<file path="src/rtl/ofm_csum_gen.sv">
// ofm_csum_gen -- TX L4 checksum engine (RFC1071 ones-complement sum per frame).
//
// Taps the MM2S data-FIFO write stream (never stalls it), pairs bytes relative
// to a per-frame begin offset, accumulates a 16-bit ones-complement sum seeded
// with a pseudo-header partial sum, and returns {checksum, insert offset, en}
// through a small result FIFO.
//
// Ports:
//   mm2s_clk, mm2s_resetn            clock, async active-low reset
//   cmd_valid/cmd_ready              descriptor push (en, begin, insert, init)
//   data_valid/data/data_keep/data_last   observed stream beat
//   res_valid/res_ready              result pop (res_sum, res_insert, res_en)
//   err_nocmd                        pulse: frame started with no descriptor queued
//   err_res_ovf                      pulse: result dropped, result FIFO full
//
// Build option: define CSUM_ZERO_FIX_EN to replace a computed 0x0000 checksum of
// an enabled frame with 0xFFFF (UDP transmits 0x0000 as "no checksum").
//
// Pipeline: S1 beat+mask reg, S2 beat partial sum, S3 frame accumulator,
// S4 fold/invert reg, then result FIFO write (res_valid 4 edges after last).

module ofm_csum_gen #(
    parameter int C_DATA_WIDTH = 64,
    parameter int C_CMD_DEPTH  = 4,
    parameter int C_RES_DEPTH  = 4
) (
    input  logic                      mm2s_clk,
    input  logic                      mm2s_resetn,
    input  logic                      cmd_valid,
    output logic                      cmd_ready,
    input  logic                      cmd_en,
    input  logic [15:0]               cmd_begin,
    input  logic [15:0]               cmd_insert,
    input  logic [15:0]               cmd_init,
    input  logic                      data_valid,
    input  logic [C_DATA_WIDTH-1:0]   data,
    input  logic [C_DATA_WIDTH/8-1:0] data_keep,
    input  logic                      data_last,
    output logic                      res_valid,
    input  logic                      res_ready,
    output logic [15:0]               res_sum,
    output logic [15:0]               res_insert,
    output logic                      res_en,
    output logic                      err_nocmd,
    output logic                      err_res_ovf
);

    localparam int KW  = C_DATA_WIDTH / 8;
    localparam int CAW = $clog2(C_CMD_DEPTH);
    localparam int RAW = $clog2(C_RES_DEPTH);

    // ------------------------------------------------------------------
    // Descriptor FIFO
    // ------------------------------------------------------------------
    logic        cq_en     [C_CMD_DEPTH];
    logic [15:0] cq_begin  [C_CMD_DEPTH];
    logic [15:0] cq_insert [C_CMD_DEPTH];
    logic [15:0] cq_init   [C_CMD_DEPTH];
    logic [CAW:0] cq_wr, cq_rd;
    logic cq_empty, cq_full, cq_push, cq_pop;

    logic sof_q;

    assign cq_empty  = (cq_wr == cq_rd);
    assign cq_full   = (cq_wr[CAW] != cq_rd[CAW]) && (cq_wr[CAW-1:0] == cq_rd[CAW-1:0]);
    assign cmd_ready = !cq_full;
    assign cq_push   = cmd_valid && !cq_full;
    assign cq_pop    = data_valid && sof_q && !cq_empty;

    always_ff @(posedge mm2s_clk) begin
        if (cq_push) begin
            cq_en[cq_wr[CAW-1:0]]     <= cmd_en;
            cq_begin[cq_wr[CAW-1:0]]  <= cmd_begin;
            cq_insert[cq_wr[CAW-1:0]] <= cmd_insert;
            cq_init[cq_wr[CAW-1:0]]   <= cmd_init;
        end
    end

    always_ff @(posedge mm2s_clk or negedge mm2s_resetn) begin
        if (!mm2s_resetn) begin
            cq_wr <= '0;
            cq_rd <= '0;
        end else begin
            if (cq_push) cq_wr <= cq_wr + 1'b1;
            if (cq_pop)  cq_rd <= cq_rd + 1'b1;
        end
    end

    // ------------------------------------------------------------------
    // Frame tracking and per-beat descriptor selection
    // ------------------------------------------------------------------
    logic [15:0] off_q;
    logic        fr_en;
    logic [15:0] fr_begin, fr_insert, fr_init;
    logic        d_en;
    logic [15:0] d_begin, d_insert, d_init;
    logic [KW-1:0] d_mask;

    // The first beat of a frame takes its descriptor straight from the FIFO
    // head (or an all-zero one when nothing is queued); later beats reuse the
    // copy latched on that first beat.
    always_comb begin
        d_en     = fr_en;
        d_begin  = fr_begin;
        d_insert = fr_insert;
        d_init   = fr_init;
        if (sof_q) begin
            d_en     = 1'b0;
            d_begin  = '0;
            d_insert = '0;
            d_init   = '0;
            if (!cq_empty) begin
                d_en     = cq_en[cq_rd[CAW-1:0]];
                d_begin  = cq_begin[cq_rd[CAW-1:0]];
                d_insert = cq_insert[cq_rd[CAW-1:0]];
                d_init   = cq_init[cq_rd[CAW-1:0]];
            end
        end
    end

    always_comb begin
        d_mask = '0;
        for (int i = 0; i < KW; i++) begin
            d_mask[i] = data_keep[i] && (({1'b0, off_q} + 17'(i)) >= {1'b0, d_begin});
        end
    end

    always_ff @(posedge mm2s_clk or negedge mm2s_resetn) begin
        if (!mm2s_resetn) begin
            sof_q     <= 1'b1;
            off_q     <= '0;
            fr_en     <= 1'b0;
            fr_begin  <= '0;
            fr_insert <= '0;
            fr_init   <= '0;
            err_nocmd <= 1'b0;
        end else begin
            err_nocmd <= data_valid && sof_q && cq_empty;
            if (data_valid) begin
                sof_q <= data_last;
                off_q <= data_last ? 16'd0 : off_q + 16'(KW);
                if (sof_q) begin
                    fr_en     <= d_en;
                    fr_begin  <= d_begin;
                    fr_insert <= d_insert;
                    fr_init   <= d_init;
                end
            end
        end
    end

    // ------------------------------------------------------------------
    // S1: register beat and byte mask
    // ------------------------------------------------------------------
    logic                    s1_valid, s1_sof, s1_last, s1_swap, s1_en;
    logic [C_DATA_WIDTH-1:0] s1_data;
    logic [KW-1:0]           s1_mask;
    logic [15:0]             s1_insert, s1_init;

    always_ff @(posedge mm2s_clk or negedge mm2s_resetn) begin
        if (!mm2s_resetn) begin
            s1_valid  <= 1'b0;
            s1_sof    <= 1'b0;
            s1_last   <= 1'b0;
            s1_swap   <= 1'b0;
            s1_en     <= 1'b0;
            s1_data   <= '0;
            s1_mask   <= '0;
            s1_insert <= '0;
            s1_init   <= '0;
        end else begin
            s1_valid  <= data_valid;
            s1_sof    <= sof_q;
            s1_last   <= data_last;
            s1_swap   <= d_begin[0];
            s1_en     <= d_en;
            s1_data   <= data;
            s1_mask   <= d_mask;
            s1_insert <= d_insert;
            s1_init   <= d_init;
        end
    end

    // ------------------------------------------------------------------
    // S2: beat partial sum. Beats start at even offsets, so a byte is the
    // high half of its word exactly when its lane parity equals begin[0].
    // ------------------------------------------------------------------
    logic [19:0] psum;
    logic        s2_valid, s2_sof, s2_last, s2_en;
    logic [19:0] s2_sum;
    logic [15:0] s2_insert, s2_init;

    always_comb begin
        logic [7:0] b;
        psum = '0;
        for (int i = 0; i < KW; i++) begin
            b = s1_mask[i] ? s1_data[8*i +: 8] : 8'h00;
            if (((i % 2) != 0) == s1_swap) psum = psum + {4'b0, b, 8'b0};
            else                           psum = psum + {12'b0, b};
        end
    end

    always_ff @(posedge mm2s_clk or negedge mm2s_resetn) begin
        if (!mm2s_resetn) begin
            s2_valid  <= 1'b0;
            s2_sof    <= 1'b0;
            s2_last   <= 1'b0;
            s2_en     <= 1'b0;
            s2_sum    <= '0;
            s2_insert <= '0;
            s2_init   <= '0;
        end else begin
            s2_valid  <= s1_valid;
            s2_sof    <= s1_sof;
            s2_last   <= s1_last;
            s2_en     <= s1_en;
            s2_sum    <= psum;
            s2_insert <= s1_insert;
            s2_init   <= s1_init;
        end
    end

    // ------------------------------------------------------------------
    // S3: frame accumulator. The finished sum moves to s3_acc on last so a
    // following frame can reseed acc_q in the very next cycle.
    // ------------------------------------------------------------------
    logic [31:0] acc_q, acc_next, s3_acc;
    logic        s3_valid, s3_en;
    logic [15:0] s3_insert;

    assign acc_next = (s2_sof ? {16'b0, s2_init} : acc_q) + {12'b0, s2_sum};

    always_ff @(posedge mm2s_clk or negedge mm2s_resetn) begin
        if (!mm2s_resetn) begin
            acc_q     <= '0;
            s3_acc    <= '0;
            s3_valid  <= 1'b0;
            s3_en     <= 1'b0;
            s3_insert <= '0;
        end else begin
            s3_valid <= s2_valid && s2_last;
            if (s2_valid) begin
                acc_q <= acc_next;
                if (s2_last) begin
                    s3_acc    <= acc_next;
                    s3_en     <= s2_en;
                    s3_insert <= s2_insert;
                end
            end
        end
    end

    // ------------------------------------------------------------------
    // S4: fold twice, invert, optional zero substitution
    // ------------------------------------------------------------------
    logic [16:0] fold1;
    logic [15:0] fold2, csum;
    logic        s4_valid, s4_en;
    logic [15:0] s4_sum, s4_insert;

    assign fold1 = {1'b0, s3_acc[31:16]} + {1'b0, s3_acc[15:0]};
    assign fold2 = fold1[15:0] + {15'b0, fold1[16]};

`ifdef CSUM_ZERO_FIX_EN
    assign csum = (s3_en && (fold2 == 16'hFFFF)) ? 16'hFFFF : ~fold2;
`else
    assign csum = ~fold2;
`endif

    always_ff @(posedge mm2s_clk or negedge mm2s_resetn) begin
        if (!mm2s_resetn) begin
            s4_valid  <= 1'b0;
            s4_en     <= 1'b0;
            s4_sum    <= '0;
            s4_insert <= '0;
        end else begin
            s4_valid <= s3_valid;
            if (s3_valid) begin
                s4_en     <= s3_en;
                s4_sum    <= csum;
                s4_insert <= s3_insert;
            end
        end
    end

    // ------------------------------------------------------------------
    // Result FIFO; a same-cycle pop makes room for the push.
    // ------------------------------------------------------------------
    logic [15:0] rq_sum    [C_RES_DEPTH];
    logic [15:0] rq_insert [C_RES_DEPTH];
    logic        rq_en     [C_RES_DEPTH];
    logic [RAW:0] rq_wr, rq_rd;
    logic rq_empty, rq_full, rq_push, rq_pop;

    assign rq_empty = (rq_wr == rq_rd);
    assign rq_full  = (rq_wr[RAW] != rq_rd[RAW]) && (rq_wr[RAW-1:0] == rq_rd[RAW-1:0]);
    assign rq_pop   = res_ready && !rq_empty;
    assign rq_push  = s4_valid && (!rq_full || rq_pop);

    always_ff @(posedge mm2s_clk) begin
        if (rq_push) begin
            rq_sum[rq_wr[RAW-1:0]]    <= s4_sum;
            rq_insert[rq_wr[RAW-1:0]] <= s4_insert;
            rq_en[rq_wr[RAW-1:0]]     <= s4_en;
        end
    end

    always_ff @(posedge mm2s_clk or negedge mm2s_resetn) begin
        if (!mm2s_resetn) begin
            rq_wr       <= '0;
            rq_rd       <= '0;
            err_res_ovf <= 1'b0;
        end else begin
            err_res_ovf <= s4_valid && rq_full && !rq_pop;
            if (rq_push) rq_wr <= rq_wr + 1'b1;
            if (rq_pop)  rq_rd <= rq_rd + 1'b1;
        end
    end

    assign res_valid  = !rq_empty;
    assign res_sum    = rq_empty ? 16'h0000 : rq_sum[rq_rd[RAW-1:0]];
    assign res_insert = rq_empty ? 16'h0000 : rq_insert[rq_rd[RAW-1:0]];
    assign res_en     = rq_empty ? 1'b0     : rq_en[rq_rd[RAW-1:0]];

endmodule
</file>
<file path="config.mk">
export PLATFORM = sky130hd
export DESIGN_NAME = ofm_csum_gen
export DESIGN_NICKNAME = d
export VERILOG_FILES = /design/src/rtl/ofm_csum_gen.sv
export SDC_FILE = /design/constraint.sdc
export NUM_CORES = 1
export LEC_CHECK = 0
export CAP_MARGIN = 20
export CORE_ASPECT_RATIO = 0.7
export CORE_MARGIN = 2
export CORE_UTILIZATION = 40
export CTS_CLUSTER_DIAMETER = 150
export DETAILED_ROUTE_END_ITERATION = 8
export GPL_TIMING_DRIVEN = 0
export PLACE_DENSITY = 0.57
export SETUP_SLACK_MARGIN = 0.15
export SYNTH_ARGS = -nofsm -noshare
export SYNTH_HDL_FRONTEND = slang
export SYNTH_SLANG_ARGS = --single-unit
</file>
<file path="constraint.sdc">
create_clock -name mm2s_clk -period 14.45 [get_ports mm2s_clk]
set_clock_uncertainty 0.1 [all_clocks]
set_input_delay 2.89 -clock mm2s_clk [delete_from_list [all_inputs] [get_ports mm2s_clk]]
set_output_delay 2.89 -clock mm2s_clk [all_outputs]
set_load 0.02 [all_outputs]
</file>
* After elaboration in Yosys (flattened, before gate mapping) *
Memory sizes are Yosys's and may differ from the RTL's.
Index checks and enable logic that the tools add are counted.

word-level totals
  output and inout bits = 37
  memories = 7
  register bits = 361
  memory bits (writable) = 328

memories
  name         words  bits a word  read ports  clocked after Yosys merged registers in  write ports  line  text
  cq_begin     4      16           1           0                                        1            56    logic [15:0] cq_begin [C_CMD_DEPTH];
  cq_init      4      16           1           0                                        1            58    logic [15:0] cq_init [C_CMD_DEPTH];
  cq_insert    4      16           1           0                                        1            57    logic [15:0] cq_insert [C_CMD_DEPTH];
  rq_insert    4      16           1           0                                        1            290   logic [15:0] rq_insert [C_RES_DEPTH];
  rq_sum       4      16           1           0                                        1            289   logic [15:0] rq_sum [C_RES_DEPTH];
  cq_en        4      1            1           0                                        1            55    logic cq_en [C_CMD_DEPTH];
  +1 memories  --     --           --          --                                       --           --

cells by class
  mux-type cells = 33
  reduce and logical (&&, ||, !) cells = 27
  equal/unequal tests = 6
  bitwise operators = 1
  magnitude comparators = 8
  $add $sub $neg = 29

operators with widths
  operator                 number
  $mux W16                 10
  $add A20 B16 Y20         7
  $add A20 B8 Y20          7
  $mux W20                 7
  $ge A17 B16 Y1           7
  $add A16 B3 Y17 const B  4
  $mux W8                  8
  $add A16 B2 Y17 const B  2
  $add A32 B20 Y32         1
  $mux W32                 1
  $logic_and A1 B1 Y1      19
  $add A16 B1 Y17 const B  1
  $add A16 B16 Y17         1
  $add A16 B1 Y16          1
  $add A16 B4 Y16 const B  1
  $ge A16 B16 Y1           1
  $not A16 Y16             1
  $add A3 B1 Y3 const B    4
  $mux W1                  7
  $eq A3 B3 Y1             2
  $logic_not A1 Y1         5
  $eq A2 B2 Y1             2
  $reduce_and A2 Y1        2
  $ne A1 B1 Y1             2
  $logic_or A1 B1 Y1       1

* Logic depth before layout (Yosys ltp) *
Gate-level depths: netlist of run 1.

  word-level depth = 16
  depth in mapped cells = 64
  depth with buffers taken out = 57

* Worst setup path before layout of run 1 *
Ideal clock, no wire load.

  path type = register to register
  from = reg s1_swap
  to = reg s2_sum[17]
  slack = 2.227 ns
  library setup time = 0.134 ns
  cell stages (with the launch flop) = 57
  data arrival time = 11.988 ns
  period minus slack after synthesis = 12.223 ns
  path through = dfrtp_1 buf_4 buf_2 buf_1 buf_2 clkbuf_1 buf_1 buf_1 clkbuf_1 clkbuf_1 clkbuf_1 and3_1 ha_1 a21boi_0 mux2i_1 o21ai_0 xnor2_1 o21bai_1 [21 not listed] a21o_1 a21oi_1 xnor2_1 nor2_1 a31oi_1 inv_1 ha_1 nor2b_1 o21ai_0 nand2b_1 a21o_1 a21oi_1 nor2b_1 o21ai_0 o21ai_1 or3_1 o221ai_2 xnor2_1

between the ends
  cells in the longest elaborated chain, start to end = 15
  elaborated cells on any way between the ends = 22
  classes of those cells = add/sub: 14; mux: 8

ends and longest elaborated chain
  element                                                     line      text
  from (decl)                                                 155       logic s1_valid, s1_sof, s1_last, s1_swap, s1_en;
  from (signal assigned)                                      175       s1_swap <= d_begin[0];
  $mux W16                                                    198       if (((i % 2) != 0) == s1_swap) psum = psum + {4'b0, b, 8'b0};
  $add A20 B8 Y20 / $add A20 B16 Y20 (equally long branches)  199, 198
  $mux W20                                                    198
  $add A20 B16 Y20 / $add A20 B8 Y20 (equally long branches)  198, 199
  $mux W20                                                    198
  $add A20 B8 Y20 / $add A20 B16 Y20 (equally long branches)  199, 198
  $mux W20                                                    198
  $add A20 B16 Y20 / $add A20 B8 Y20 (equally long branches)  198, 199
  $mux W20                                                    198
  $add A20 B8 Y20 / $add A20 B16 Y20 (equally long branches)  199, 198
  $mux W20                                                    198
  $add A20 B16 Y20 / $add A20 B8 Y20 (equally long branches)  198, 199
  $mux W20                                                    198
  $add A20 B8 Y20 / $add A20 B16 Y20 (equally long branches)  199, 198
  $mux W20 *                                                  198
  via psum[17]                                                188       logic [19:0] psum;
  to (signal assigned)                                        217       s2_sum <= psum;
  to (decl)                                                   190       logic [19:0] s2_sum;

Mark *: on every way through the listed nets, which the timed path passes. The rest lies on a longest branch.
A chain may end at the register's enable or synchronous reset.

* Worst setup path after layout of run 1 *
Ends and elaborated chain as after synthesis.

==> reports/qor.csv, run 1 <==
metric,value,unit
RSZ-0062 raised after global routing,false,
PortBufs,163,
Clock H-tree levels,3,
final worst setup slack,0.789,ns
P&R area growth vs syn,16.9,%
max_slew headroom,0.288,
Post-Syn Area per Cell,12.0,um^2
final core utilization,0.473,
post-synth top area cell,edfxtp_1,
I/O Pins,164,
Longest Clk Path Bufs,3,
Yosys warnings,0,
post-synthesis cell type count,104,
Die Footprint,91700,um^2
number of max-cap violations,0,
Die Height,254,um
critical path class,register to register,
status,finished clean,
fraction of layout cells with a size suffix above 1,0.123,
Period minus WS final,13.66,ns
synth top area cells,"edfxtp_1 28%, dfrtp_1 25%, ha_1 7.0%, mux4_2 5.2%, mux2_2 3.7%",
most used flip-flop cell after synthesis,dfrtp_1,
Synth Area in Compound Gates,0.110,
Worst setup SP type,register,
number of max-slew violations in the final report,0,
Placer Congestion,0.942,
setup_tns,0,ns
largest net degree at the start of global routing,111,
maximum clock frequency,73.2,MHz
DRC Markers,0,
cell with the most instances after synthesis,dfrtp_1,
Max VDD drop,0.0904,mV
initial antenna violation count,8,
average wire per standard cell,21.5,um
Post-CTS Hold Fix Bufs,0,
Rows,91,
Synth Register Bits,686,
Core ar.,88200,um^2
final number of setup-violating endpoints,0,
Via density,5.38,
post-synth top area share,0.276,
mux share of post-synthesis cell area,0.0969,
pwr/cell area,187,nW/um^2
"Seq/Total Area, Yosys",0.527,
"FFs w/ async S/R, synth",0.522,
routed wire length,96000,um
Fin. Hold Viols,0,
Post-Syn Nets,3331,
leak pwr,0.0172,uW
main combinational cell family by area after synthesis,compound AO/OA/AOI/OAI gates,
Final period util,0.945,
Clk Tree Root Cell,clkbuf_16,
clk_lat worst skew,0.63,ns
Cells after Synth,2988,
Slowest cell on crit path,ha_1,
worst path required time,14.81,ns
DP HPWL,72800,um
die width,361,um
Final ANT Viol Nets,0,
Synth Cell Area,35700,um^2
cts bufs inserted,71,
Arrival @ worst endpoint,14.03,ns
Pre-antenna DRT Iters,5,
number of synthesized flops with an enable pin,328,
Clock transition at path regs,0.06,ns
DR iter-0 viols,2172,
GRT overflow,0,
Worst Tran Pin Value,1.06,ns
Final #Nets,3580,
pre-CTS setup slack,-2.33,ns
CP peak stage delay,0.49,ns
vias,24000,
adder-cell share of the synthesized area,0.0796,
Total GRT Usage,0.211,
Post-synth top cells,"357 x dfrtp_1, 328 x edfxtp_1, 261 x nand2_1, 200 x ha_1, 179 x o21ai_0",
global-route wire length before repair,147000,um
clk sink count,686,
vias in the first global route,24000,
cell mode on critical path,ha_1,
XOR/XNOR share of the synthesized area,0.0480,
CP Max Fanout,10,
TritonCTS clock tree,built,
Worst setup EP type,register,
Post-Synth Simple-Gate Area,0.107,
initial core utilization,0.405,
worst hold path class,register to register,
state kept, by name, summed over array words and instances, names as in the netlist, 20 cells and up:
name / cells
cq_begin: 64
cq_init: 64
cq_insert: 64
rq_insert: 64
rq_sum: 64
s1_data: 64
acc_q: 32
s3_acc: 32
s2_sum: 20
layout make-up:
cell class / count / area [um^2]
repair buffers: 176 / 1850
inverters: 171 / 642
diodes: 1 / 2.50
clock inverters: 42 / 544
fillers: 7904 / 46500
clock buffers: 89 / 1960
multi-input cells: 2001 / 15900
plain buffers: 130 / 542
flip-flops and latches: 686 / 18800
well taps: 1162 / 1450
per-stage QoR:
| stage | total power (uW) | instance area, um^2 | cells | hold slack, ns |
|---|---|---|---|---|
| finish | 7790 | 41700 | 4458 | 0.242 |
| global placement | 5780 | 38800 | 4313 | 0.236 |
| CTS | 7850 | 41600 | 4453 | 0.245 |
| global route | 8290 | 41700 | 4457 | 0.259 |
| detailed placement | 5860 | 39000 | 4322 | 0.235 |
| floorplan | 4810 | 35700 | 2988 | 0.231 |
what timing repair did:
item / 4_1_cts / 5_1_grt
pin swaps: 0 / 2
endpoints found under the setup margin: 11 / 7
setup buffers: 0 / 3
resized for setup: 18 / 32
cells by family (layout without fill, tap and decap cells):
kind of cell | Yosys count | in the layout
AO/OA/AOI/OAI | 608 | 608
XOR/XNOR | 191 | 191
adder cells (fa/ha/maj) | 218 | 218
multiplexers | 227 | 227
buffers and inverters | 301 | 608
AND/OR/NAND/NOR | 757 | 757
other | 0 | 1
flip-flops | 686 | 686
layer usage:
metal,vias to the layer above,track usage,wire length [um]
met2,601,0.298,39300
met3,129,0.0433,6230
met5,-,0,152
met1,12000,0.327,48300
li1,11300,-,-
met4,16,0.0494,1970
critical path, delay by kind of cell, from the launching register on:
family                     cells  cell delay [ns]
and+or+nand+nor               12             1.74
xor gates and xnor gates       4             1.10
buffers and inverters         13             2.96
DFF                            1             0.36
adders and majority gates      7             2.31
AOI/OAI and AO/OA             21             4.63
muxes                          1             0.25
cell usage in the layout (no fill, tap or decap), types with 10 or more instances in the layout:
cell type	n
dfrtp_1	357
a21o_1	63
o211ai_1	12
xnor2_1	123
nand3_1	63
mux2_2	118
nor4_1	10
ha_1	199
mux2i_1	24
or3_1	11
and2_1	81
o21a_1	15
nor3_1	32
xor2_1	61
a211oi_1	11
clkinv_1	10
edfxtp_1	328
o31ai_1	13
nor2b_1	72
clkdlybuf4s50_1	162
o21ai_0	175
inv_1	166
a31oi_1	10
nand2b_1	22
a21oi_1	155
nand2_1	261
clkbuf_16	74
fa_1	16
o21bai_1	37
buf_1	18
nor2_1	109
mux4_2	82
clkbuf_1	109
and3_1	22
nand4_1	17
o22ai_1	11
worst paths after layout:
path                              from     endpoint  slack, ns  depth (start not counted)
hold reg to reg             s1_init[9]   s2_init[9]       0.24                          0
setup reg to reg               s1_swap   s2_sum[17]       0.79                         58
hold / removal              s1_init[9]   s2_init[9]       0.24                          0
max in group asynchronous  mm2s_resetn  s1_data[53]      10.78                          3
min in group asynchronous  mm2s_resetn  s1_data[11]       2.06                          1
setup / recovery               s1_swap   s2_sum[17]       0.79                         58
power breakdown:
| group | leakage [uW] | total [uW] | switching (uW) | internal, uW |
|---|---|---|---|---|
| Sequential | 0.00754 | 2860 | 250 | 2610 |
| Clock | 0.00120 | 1940 | 802 | 1140 |
| Combinational | 0.00841 | 3000 | 1730 | 1270 |
| Total | 0.0172 | 7790 | 2780 | 5010 |
Note: power is estimated with default switching activity, not from simulation.
==> run 2, diff against run 1 <==
--- a/config.mk
+++ b/config.mk
@@ -7,7 +7,6 @@
 export LEC_CHECK = 0
 export CAP_MARGIN = 20
 export CORE_ASPECT_RATIO = 0.7
-export CORE_MARGIN = 2
 export CORE_UTILIZATION = 40
 export CTS_CLUSTER_DIAMETER = 150
 export DETAILED_ROUTE_END_ITERATION = 8
==> reports/qor.csv, run 2 (same netlist as run 1, synthesis figures left out) <==
metric,value,unit
final number of setup-violating endpoints,0,
DRC Markers,0,
worst hold path class,register to register,
DP HPWL,72000,um
Rows,91,
Arrival @ worst endpoint,14.04,ns
initial core utilization,0.405,
post-route cell area,41600,um^2
Finished Layout Cells,4458,
initial antenna violation count,10,
CP peak stage delay,0.81,ns
TritonCTS clock tree,built,
Die Height,252,um
Clock H-tree levels,3,
status,finished clean,
average wire per standard cell,21.4,um
Post-CTS Hold Fix Bufs,0,
leak pwr,0.0171,uW
max_slew headroom,0.301,
maximum clock frequency,73.4,MHz
routed wire length,95200,um
Die Footprint,90500,um^2
clk sink count,686,
number of max-slew violations in the final report,0,
Slowest cell on crit path,a221oi_2,
R2R setup slack,0.83,ns
Placer Congestion,0.977,
RSZ-0062 raised after global routing,false,
number of max-cap violations,0,
Core ar.,88200,um^2
Worst Tran Pin Value,1.05,ns
dpl cell area,39000,um^2
global-route wire length before repair,146000,um
Final period util,0.942,
die width,359,um
fraction of layout cells with a size suffix above 1,0.121,
DR iter-0 viols,2058,
pwr/cell area,185,nW/um^2
Worst setup SP type,register,
critical path class,register to register,
PortBufs,163,
Clk Tree Root Cell,clkbuf_16,
Period minus WS final,13.62,ns
CP Max Fanout,10,
vias,24100,
cell mode on critical path,ha_1,
Max VDD drop,0.0992,mV
"commonest non-fill, non-tap cell in the layout",dfrtp_1,
P&R area growth vs syn,16.5,%
Worst setup EP type,register,
worst path required time,14.88,ns
cts bufs inserted,70,
Longest Clk Path Bufs,3,
clk_lat worst skew,0.63,ns
Pre-antenna DRT Iters,6,
vias in the first global route,23900,
Clock transition at path regs,0.06,ns
I/O Pins,164,
Fin. Hold Viols,0,
GRT overflow,0,
Final ANT Viol Nets,0,
worst hold margin,0.247,ns
largest net degree at the start of global routing,126,
dpl cells,4321,
Via density,5.40,
most frequent cells in the layout,"357 x dfrtp_1, 328 x edfxtp_1, 261 x nand2_1, 199 x ha_1, 176 x o21ai_0",
Total GRT Usage,0.210,
Final #Nets,3579,
==> run 2: cell count changes in the layout (fill, tap and decap cells not counted), moves of 3 or more <==
cell	delta
clkinvlp_4	-3
xnor2_2	+3
clkbuf_16	-4
xnor2_1	-3
clkbuf_1	+7
==> run 2: final timing paths <==
kind,from,cells after the start,endpoint
max in group asynchronous,mm2s_resetn,2,s4_insert[11]
worst max register to register,s1_swap,58,s2_sum[17]
min in group asynchronous,mm2s_resetn,1,s1_data[10]
worst min-delay path,s1_init[9],0,s2_init[9]
worst max-delay path,s1_swap,58,s2_sum[17]
worst min register to register,s1_init[9],0,s2_init[9]
==> run 2: routing by layer <==
metal | GRT usage | vias to the layer above | wire length (um)
li1 | - | 11300 | -
met1 | 0.321 | 12000 | 47200
met2 | 0.299 | 596 | 39500
met3 | 0.0540 | 127 | 6770
met4 | 0.0437 | 12 | 1660
met5 | 0 | - | 80
==> run 2: power by group <==
| group | switching, uW | internal, uW |
|---|---|---|
| clock network | 792 | 1070 |
| registers | 251 | 2610 |
| logic | 1730 | 1270 |
| total | 2770 | 4940 |
==> run 2: cell type report <==
cell class | count | area, um^2
multi-input cells | 2001 | 16000
diodes | 2 | 5.00
fillers | 7896 | 46600
flip-flops and latches | 686 | 18800
plain buffers | 130 | 541
repair buffers | 176 | 1830
clock buffers | 90 | 1860
clock inverters | 40 | 520
inverters | 171 | 642
well taps | 1162 | 1450
==> run 2: through the flow <==
stage | worst slack [ns] | TNS [ns] | utilization | power [uW]
detailed placement | -2.40 | -16.88 | 0.442 | 5860
global route | 0.156 | 0 | 0.472 | 8190
global placement | -5.26 | -1861.51 | 0.440 | 5780
CTS | 0.193 | 0 | 0.470 | 7770
finish | 0.832 | 0 | 0.472 | 7710
floorplan | 2.23 | 0 | - | 4810
==> run 2: worst max-delay path, delay by kind of cell (launching register included) <==
| kind | cells | cell delay [ns] |
|---|---|---|
| AND/OR/NAND/NOR | 15 | 2.09 |
| adder cells (fa/ha/maj) | 7 | 2.33 |
| multiplexers | 2 | 0.87 |
| buffers and inverters | 15 | 3.49 |
| XOR/XNOR | 4 | 0.93 |
| AO/OA/AOI/OAI | 15 | 3.29 |
| flip-flops | 1 | 0.34 |
==> run 2: repair_timing <==
item	CTS	global route
setup buffers	0	4
pin swaps	0	2
gates resized for setup	19	29
gates cloned	0	0
endpoints found under the setup margin	11	7
